<file path="src/rtl/unified_store_logic.sv">
`default_nettype none
`ifndef OVERALL_BITS
`define OVERALL_BITS 16
`endif
// ============================================================================
// Module      : unified_store_logic
// Description : Routes two result streams into two single-write-port BRAM
//               banks, queueing bank conflicts in per-bank FIFOs.
// Revision    : 1.0 - initial release
// ============================================================================
module unified_store_logic #(
    parameter int ADDR_WIDTH = 12,
    parameter int DATA_W     = 2*`OVERALL_BITS,
    parameter int FIFO_DEPTH = 4
) (
    input  logic                             clk,
    input  logic                             rst,
    input  logic                             in_a_valid,
    input  logic                             in_a_bank,
    input  logic [ADDR_WIDTH-1:0]            in_a_addr,
    input  logic [DATA_W-1:0]                in_a_data,
    input  logic                             in_b_valid,
    input  logic                             in_b_bank,
    input  logic [ADDR_WIDTH-1:0]            in_b_addr,
    input  logic [DATA_W-1:0]                in_b_data,
    input  logic                             ctrl_done,
    output logic                             wr_en_0,
    output logic [ADDR_WIDTH-1:0]            wr_addr_0,
    output logic [DATA_W-1:0]                wr_data_0,
    output logic                             wr_en_1,
    output logic [ADDR_WIDTH-1:0]            wr_addr_1,
    output logic [DATA_W-1:0]                wr_data_1,
    output logic [$clog2(FIFO_DEPTH+1)-1:0]  pending_cnt_0,
    output logic [$clog2(FIFO_DEPTH+1)-1:0]  pending_cnt_1,
    output logic                             overflow,
    output logic                             store_done
);

    localparam int CW = $clog2(FIFO_DEPTH+1);
    localparam int PW = (FIFO_DEPTH > 1) ? $clog2(FIFO_DEPTH) : 1;

    logic [1:0]            w_wr_en;
    logic [1:0]            w_drop;
    logic [ADDR_WIDTH-1:0] w_wr_addr [2];
    logic [DATA_W-1:0]     w_wr_data [2];
    logic [CW-1:0]         w_count   [2];

    logic r_overflow;
    logic r_done_latch;
    logic r_store_done;
    logic w_fire;

    function automatic logic [PW-1:0] f_inc(input logic [PW-1:0] p);
        return (p == PW'(FIFO_DEPTH-1)) ? '0 : p + 1'b1;
    endfunction

    for (genvar k = 0; k < 2; k++) begin : g_bank
        logic                  w_a_hit, w_b_hit, w_pop, w_sel;
        logic                  w_p0_v, w_p1_v, w_p0_ok, w_p1_ok;
        logic [ADDR_WIDTH-1:0] w_sel_addr, w_p0_addr;
        logic [DATA_W-1:0]     w_sel_data, w_p0_data;
        logic [CW:0]           w_space;

        logic [CW-1:0]         r_count;
        logic [PW-1:0]         r_rd_ptr, r_wr_ptr;
        logic [ADDR_WIDTH-1:0] r_mem_addr [FIFO_DEPTH];
        logic [DATA_W-1:0]     r_mem_data [FIFO_DEPTH];
        logic                  r_wr_en;
        logic [ADDR_WIDTH-1:0] r_wr_addr;
        logic [DATA_W-1:0]     r_wr_data;

        assign w_a_hit = in_a_valid && (in_a_bank == (k != 0));
        assign w_b_hit = in_b_valid && (in_b_bank == (k != 0));
        assign w_pop   = (r_count != '0);

        // Queued work always wins; new arrivals go behind it, A ahead of B.
        always_comb begin
            w_sel      = 1'b0;
            w_sel_addr = in_a_addr;
            w_sel_data = in_a_data;
            w_p0_v     = 1'b0;
            w_p0_addr  = in_a_addr;
            w_p0_data  = in_a_data;
            w_p1_v     = 1'b0;
            if (w_pop) begin
                w_sel      = 1'b1;
                w_sel_addr = r_mem_addr[r_rd_ptr];
                w_sel_data = r_mem_data[r_rd_ptr];
                if (w_a_hit) begin
                    w_p0_v = 1'b1;
                    w_p1_v = w_b_hit;
                end else if (w_b_hit) begin
                    w_p0_v    = 1'b1;
                    w_p0_addr = in_b_addr;
                    w_p0_data = in_b_data;
                end
            end else if (w_a_hit) begin
                w_sel = 1'b1;
                if (w_b_hit) begin
                    w_p0_v    = 1'b1;
                    w_p0_addr = in_b_addr;
                    w_p0_data = in_b_data;
                end
            end else if (w_b_hit) begin
                w_sel      = 1'b1;
                w_sel_addr = in_b_addr;
                w_sel_data = in_b_data;
            end
        end

        // Free slots after this cycle's pop; the newest push is dropped first.
        assign w_space   = (CW+1)'(FIFO_DEPTH) - {1'b0, r_count} + (CW+1)'(w_pop);
        assign w_p0_ok   = w_p0_v && (w_space >= (CW+1)'(1));
        assign w_p1_ok   = w_p1_v && (w_space >= (CW+1)'(2));
        assign w_drop[k] = (w_p0_v && !w_p0_ok) || (w_p1_v && !w_p1_ok);

        always_ff @(posedge clk) begin
            if (rst) begin
                r_count   <= '0;
                r_rd_ptr  <= '0;
                r_wr_ptr  <= '0;
                r_wr_en   <= 1'b0;
                r_wr_addr <= '0;
                r_wr_data <= '0;
            end else begin
                r_count <= r_count + CW'(w_p0_ok) + CW'(w_p1_ok) - CW'(w_pop);
                if (w_pop)
                    r_rd_ptr <= f_inc(r_rd_ptr);
                if (w_p1_ok)
                    r_wr_ptr <= f_inc(f_inc(r_wr_ptr));
                else if (w_p0_ok)
                    r_wr_ptr <= f_inc(r_wr_ptr);
                r_wr_en <= w_sel;
                if (w_sel) begin
                    r_wr_addr <= w_sel_addr;
                    r_wr_data <= w_sel_data;
                end
            end
        end

        always_ff @(posedge clk) begin
            if (!rst) begin
                if (w_p0_ok) begin
                    r_mem_addr[r_wr_ptr] <= w_p0_addr;
                    r_mem_data[r_wr_ptr] <= w_p0_data;
                end
                if (w_p1_ok) begin
                    r_mem_addr[f_inc(r_wr_ptr)] <= in_b_addr;
                    r_mem_data[f_inc(r_wr_ptr)] <= in_b_data;
                end
            end
        end

        assign w_wr_en[k]   = r_wr_en;
        assign w_wr_addr[k] = r_wr_addr;
        assign w_wr_data[k] = r_wr_data;
        assign w_count[k]   = r_count;
    end

    // Completion needs empty queues and no arrivals, so it never overlaps a write.
    assign w_fire = (r_done_latch || ctrl_done) && (w_count[0] == '0) &&
                    (w_count[1] == '0) && !in_a_valid && !in_b_valid;

    always_ff @(posedge clk) begin
        if (rst) begin
            r_overflow   <= 1'b0;
            r_done_latch <= 1'b0;
            r_store_done <= 1'b0;
        end else begin
            r_overflow   <= r_overflow || (w_drop != 2'b00);
            r_done_latch <= w_fire ? 1'b0 : (r_done_latch || ctrl_done);
            r_store_done <= w_fire;
        end
    end

    assign wr_en_0       = w_wr_en[0];
    assign wr_addr_0     = w_wr_addr[0];
    assign wr_data_0     = w_wr_data[0];
    assign wr_en_1       = w_wr_en[1];
    assign wr_addr_1     = w_wr_addr[1];
    assign wr_data_1     = w_wr_data[1];
    assign pending_cnt_0 = w_count[0];
    assign pending_cnt_1 = w_count[1];
    assign overflow      = r_overflow;
    assign store_done    = r_store_done;

endmodule
`default_nettype wire
</file>
<file path="config.mk">
export PLATFORM = sky130hd
export DESIGN_NAME = unified_store_logic
export DESIGN_NICKNAME = d
export VERILOG_FILES = /design/src/rtl/unified_store_logic.sv
export SDC_FILE = /design/constraint.sdc
export NUM_CORES = 1
export LEC_CHECK = 0
export BUFFER_PORTS_ARGS = -buffer_cell sky130_fd_sc_hd__buf_2
export CAP_MARGIN = 10
export CORE_ASPECT_RATIO = 0.8
export CORE_MARGIN = 2
export CORE_UTILIZATION = 60
export CTS_CLUSTER_DIAMETER = 80
export DETAILED_ROUTE_END_ITERATION = 7
export GPL_TIMING_DRIVEN = 1
export PLACE_DENSITY = 0.87
export SLEW_MARGIN = 0
export SYNTH_ARGS = -nofsm -noshare
export SYNTH_HDL_FRONTEND = slang
export SYNTH_SLANG_ARGS = --single-unit
</file>
<file path="constraint.sdc">
create_clock -name clk -period 6.85 [get_ports clk]
set_input_delay 1.37 -clock clk [delete_from_list [all_inputs] [get_ports clk]]
set_output_delay 1.37 -clock clk [all_outputs]
set_load 0.03 [all_outputs]
</file>
==> flow_summary.toml <==
[synthesis]
synth_nets = 1827
ys_async_sr_fraction_pct = 0
synthCells = 1703
synth_edf_count = 352
yosysTopAreaCell = "edfxtp_1"
avgSynthCellArea_um2 = 13.86
synth_cell_types = 49
ys_ff_latch = 463
synth_ff_type = "edfxtp_1"
synth.top_cell.area_share_pct = 44.79
yosysWarnings = 0
synth_area_um2 = 23600
ys_top_cells_by_area = "edfxtp_1, mux2_2, dfxtp_1"
synth.most_common_cell = "edfxtp_1"
synth_common_cells = "edfxtp_1, mux2_2, dfxtp_1, nor2_1, clkbuf_1"
yosysSeqAreaShare_pct = 54.21

[min_path]
hp-class = "reg -> reg"
hold_depth = 2
worstHoldStart = "g_bank[0].r_rd_ptr[1]"

[worst_setup_path]
worst-path-max-fanout = 54
cp_slowest_cell = "clkinv_2"
max_stage_delay_ns = 0.64
reg2reg_to = "pending_cnt_0[1]"
worstPathArrival_ns = 4.77
startpoint_type = "flop"
cp_common_cell = "fa_1"
r2r-start = "pending_cnt_0[2]"
worstSetupPathType = "reg -> reg"
critPathRequiredTime_ns = 7.27
endpoint_kind = "flop"
rrSetupSlack_ns = 2.50
r2r_cells = 11
path_cells = "nor3_4 > clkinv_2 > buf_4 > o21ai_2 > a22oi_2 > inv_2 > ha_1 > fa_1 > inv_1 > fa_1 > nor2b_1"

[power]
p_total_uw = 10220
p_sw_uw = 3711
p_int_uw = 6507
clkPwrFrac_pct = 24.6
comb_power_share_pct = 36.2
ir_drop_mv = 0.2646
p_sw_share_pct = 36.32
seq_power_share_pct = 39.2
p_per_area_nw_per_um2 = 391.6
p_leak_uw = 0.009504

[sta]
slew_headroom_pct = 18.34
finClkSkew_ns = 0.01932
drv_slew = 0
post-route-period-util_pct = 63.53
final-setup-viol-count = 0
tightest_slew_ns = 1.222
fmax_mhz = 229.8
hold_violations = 0
final.setup.tns_ns = 0
rsz0062_at_grt = "false"
period_minus_slack_ns = 4.352

[clock_tree]
cts.path.max_buffers = 3
numClockSinks = 463
cts_root_buf = "clkbuf_16"
tritoncts = "built"
clk_latency_ns = 0.57
cts.clk_slew.worst_paths_ns = 0.06
postCtsHoldBufs = 0
cts_resized = 0
numCtsBuffers = 46
cts-htree-levels = 2
postCtsSetupBuffers = 0

[layout]
fin_cells = 2329
nets = 1888
drive_above_1_share_pct = 39.81
area_growth_pct = 10.56
antennaDiodeCount = 0

[detailed_routing]
via_per_inst = 6.556
ant_nets = 0
drtPass1Iterations = 8
drt_wl_total_um = 60800
post_drt_wl_per_cell_um = 26.10
drt_iter0_markers = 1675
dr_total_vias = 15269
drc = 0

[die]
num_rows = 64
die_y_um = 181.4
io_pins = 193
start_util_pct = 61.27
dieWidth_um = 225.7
die_area_um2 = 40940
core_um2 = 38520

[global_route]
grt_pass1_vias = 15248
antenna_found_initial = 3
grt_overflow = 0
grt_pass1_wl_um = 92050
grt_start_max_net_pins = 89
grt_util_all_layers_pct = 29.70

[placement]
place_hpwl_um = 35990
gp_congestion = 0.8657
portBuffers = 192
dp.cells = 2244

[status]
status = "completed"

[job]
maxCapViolCount = 0
## critical path: cells and delay by family (launching register included)
family	cells	cell delay [ns]
buffers and inverters	4	1.39
adders and majority gates	3	1.04
AOI/OAI and AO/OA	2	0.81
and+or+nand+nor	2	0.50
DFF	1	0.37
## cell families after synthesis
logic type | after synthesis | share of synthesized area (%)
buf+inv | 223 | 4.273
xor+xnor | 4 | 0.1484
compound gates | 217 | 6.479
flops | 463 | 54.21
simple gates | 238 | 4.257
mux | 528 | 28.93
fa+ha+maj | 30 | 1.707
## routing by layer
metal | global-route usage (%) | share of wire [%] | vias up
li1 | - | - | 6536
met1 | 40.85 | 40 | 7759
met2 | 48.52 | 48 | 831
met3 | 5.469 | 9.1 | 137
met4 | 8.874 | 2.8 | 6
met5 | 0 | 0.079 | -
## sequential cells by signal, summed over array words and instances (netlist names), 3 cells and up, named ones only
signal and flops:
wr_data_0 32, g_bank.r_mem_data 256, wr_data_1 32, wr_addr_1 12, g_bank.r_rd_ptr 4, g_bank.r_wr_ptr 4, wr_addr_0 12, pending_cnt_0 3
pending_cnt_1 3, g_bank.r_mem_addr 96
## layout by cell type, fill, tap and decap left out, types with 5 or more instances in the layout
cell type and count:
edfxtp_1 352, mux2_2 307, buf_2 191, dfxtp_1 107, nor2_1 102, a21oi_1 96, nand2_1 95, mux2i_1 88
a211o_1 88, mux4_2 88, clkbuf_16 47, mux2_1 45, ha_1 25, buf_4 23, inv_1 19, clkinv_2 12
clkbuf_1 11, nor2_4 9, a22oi_1 8, clkbuf_8 8, nor3_1 5
## power groups by stage
| stage | Clock (uW) | Combinational (uW) | Sequential, uW |
|---|---|---|---|
| 4_1_cts | 2510 | 3680 | 4010 |
| 3_5_place_dp | 0 | 3650 | 4060 |
| 2_1_floorplan | 0 | 2380 | 4290 |
| 6_report | 2510 | 3700 | 4000 |
| 3_3_place_gp | 0 | 3540 | 4040 |
| 5_1_grt | 2620 | 3930 | 4070 |
## cell type report
type / count / area [um2]
Clock buffer: 66 / 1328
Clock inverter: 19 / 148.9
Fill cell: 2560 / 12430
Inverter: 22 / 85.08
Multi-Input combinational cell: 1017 / 9938
Sequential cell: 463 / 12800
Tap cell: 528 / 660.6
Timing Repair Buffer: 214 / 1129
## how the worst max path moves through the flow
stage,start,to,slack (ns),depth (start not counted)
after floorplan,in_a_bank,g_bank[0].r_mem_addr[0][0],2.24,5
after global placement,in_a_bank,g_bank[0].r_mem_addr[3][10],2.65,7
after detailed placement,in_a_bank,g_bank[0].r_mem_addr[1][2],2.42,7
after CTS,pending_cnt_0[2],pending_cnt_0[1],2.59,11
after global routing,pending_cnt_0[2],pending_cnt_0[1],2.34,11
final,pending_cnt_0[2],pending_cnt_0[1],2.50,11
## per-stage QoR
step                      setup WS [ns]  instance area (um2)  hold WS, ns  util, %
after floorplan                   2.240                23600       0.4496        -
after CTS                         2.586                26090       0.4806    67.74
after detailed placement          2.416                24610       0.4705    63.91
after global placement            2.654                24610       0.4533    63.91
after global routing              2.340                26090       0.5246    67.74
final                             2.498                26090       0.4796    67.74
No activity file was read; power rests on OpenSTA's default activity.
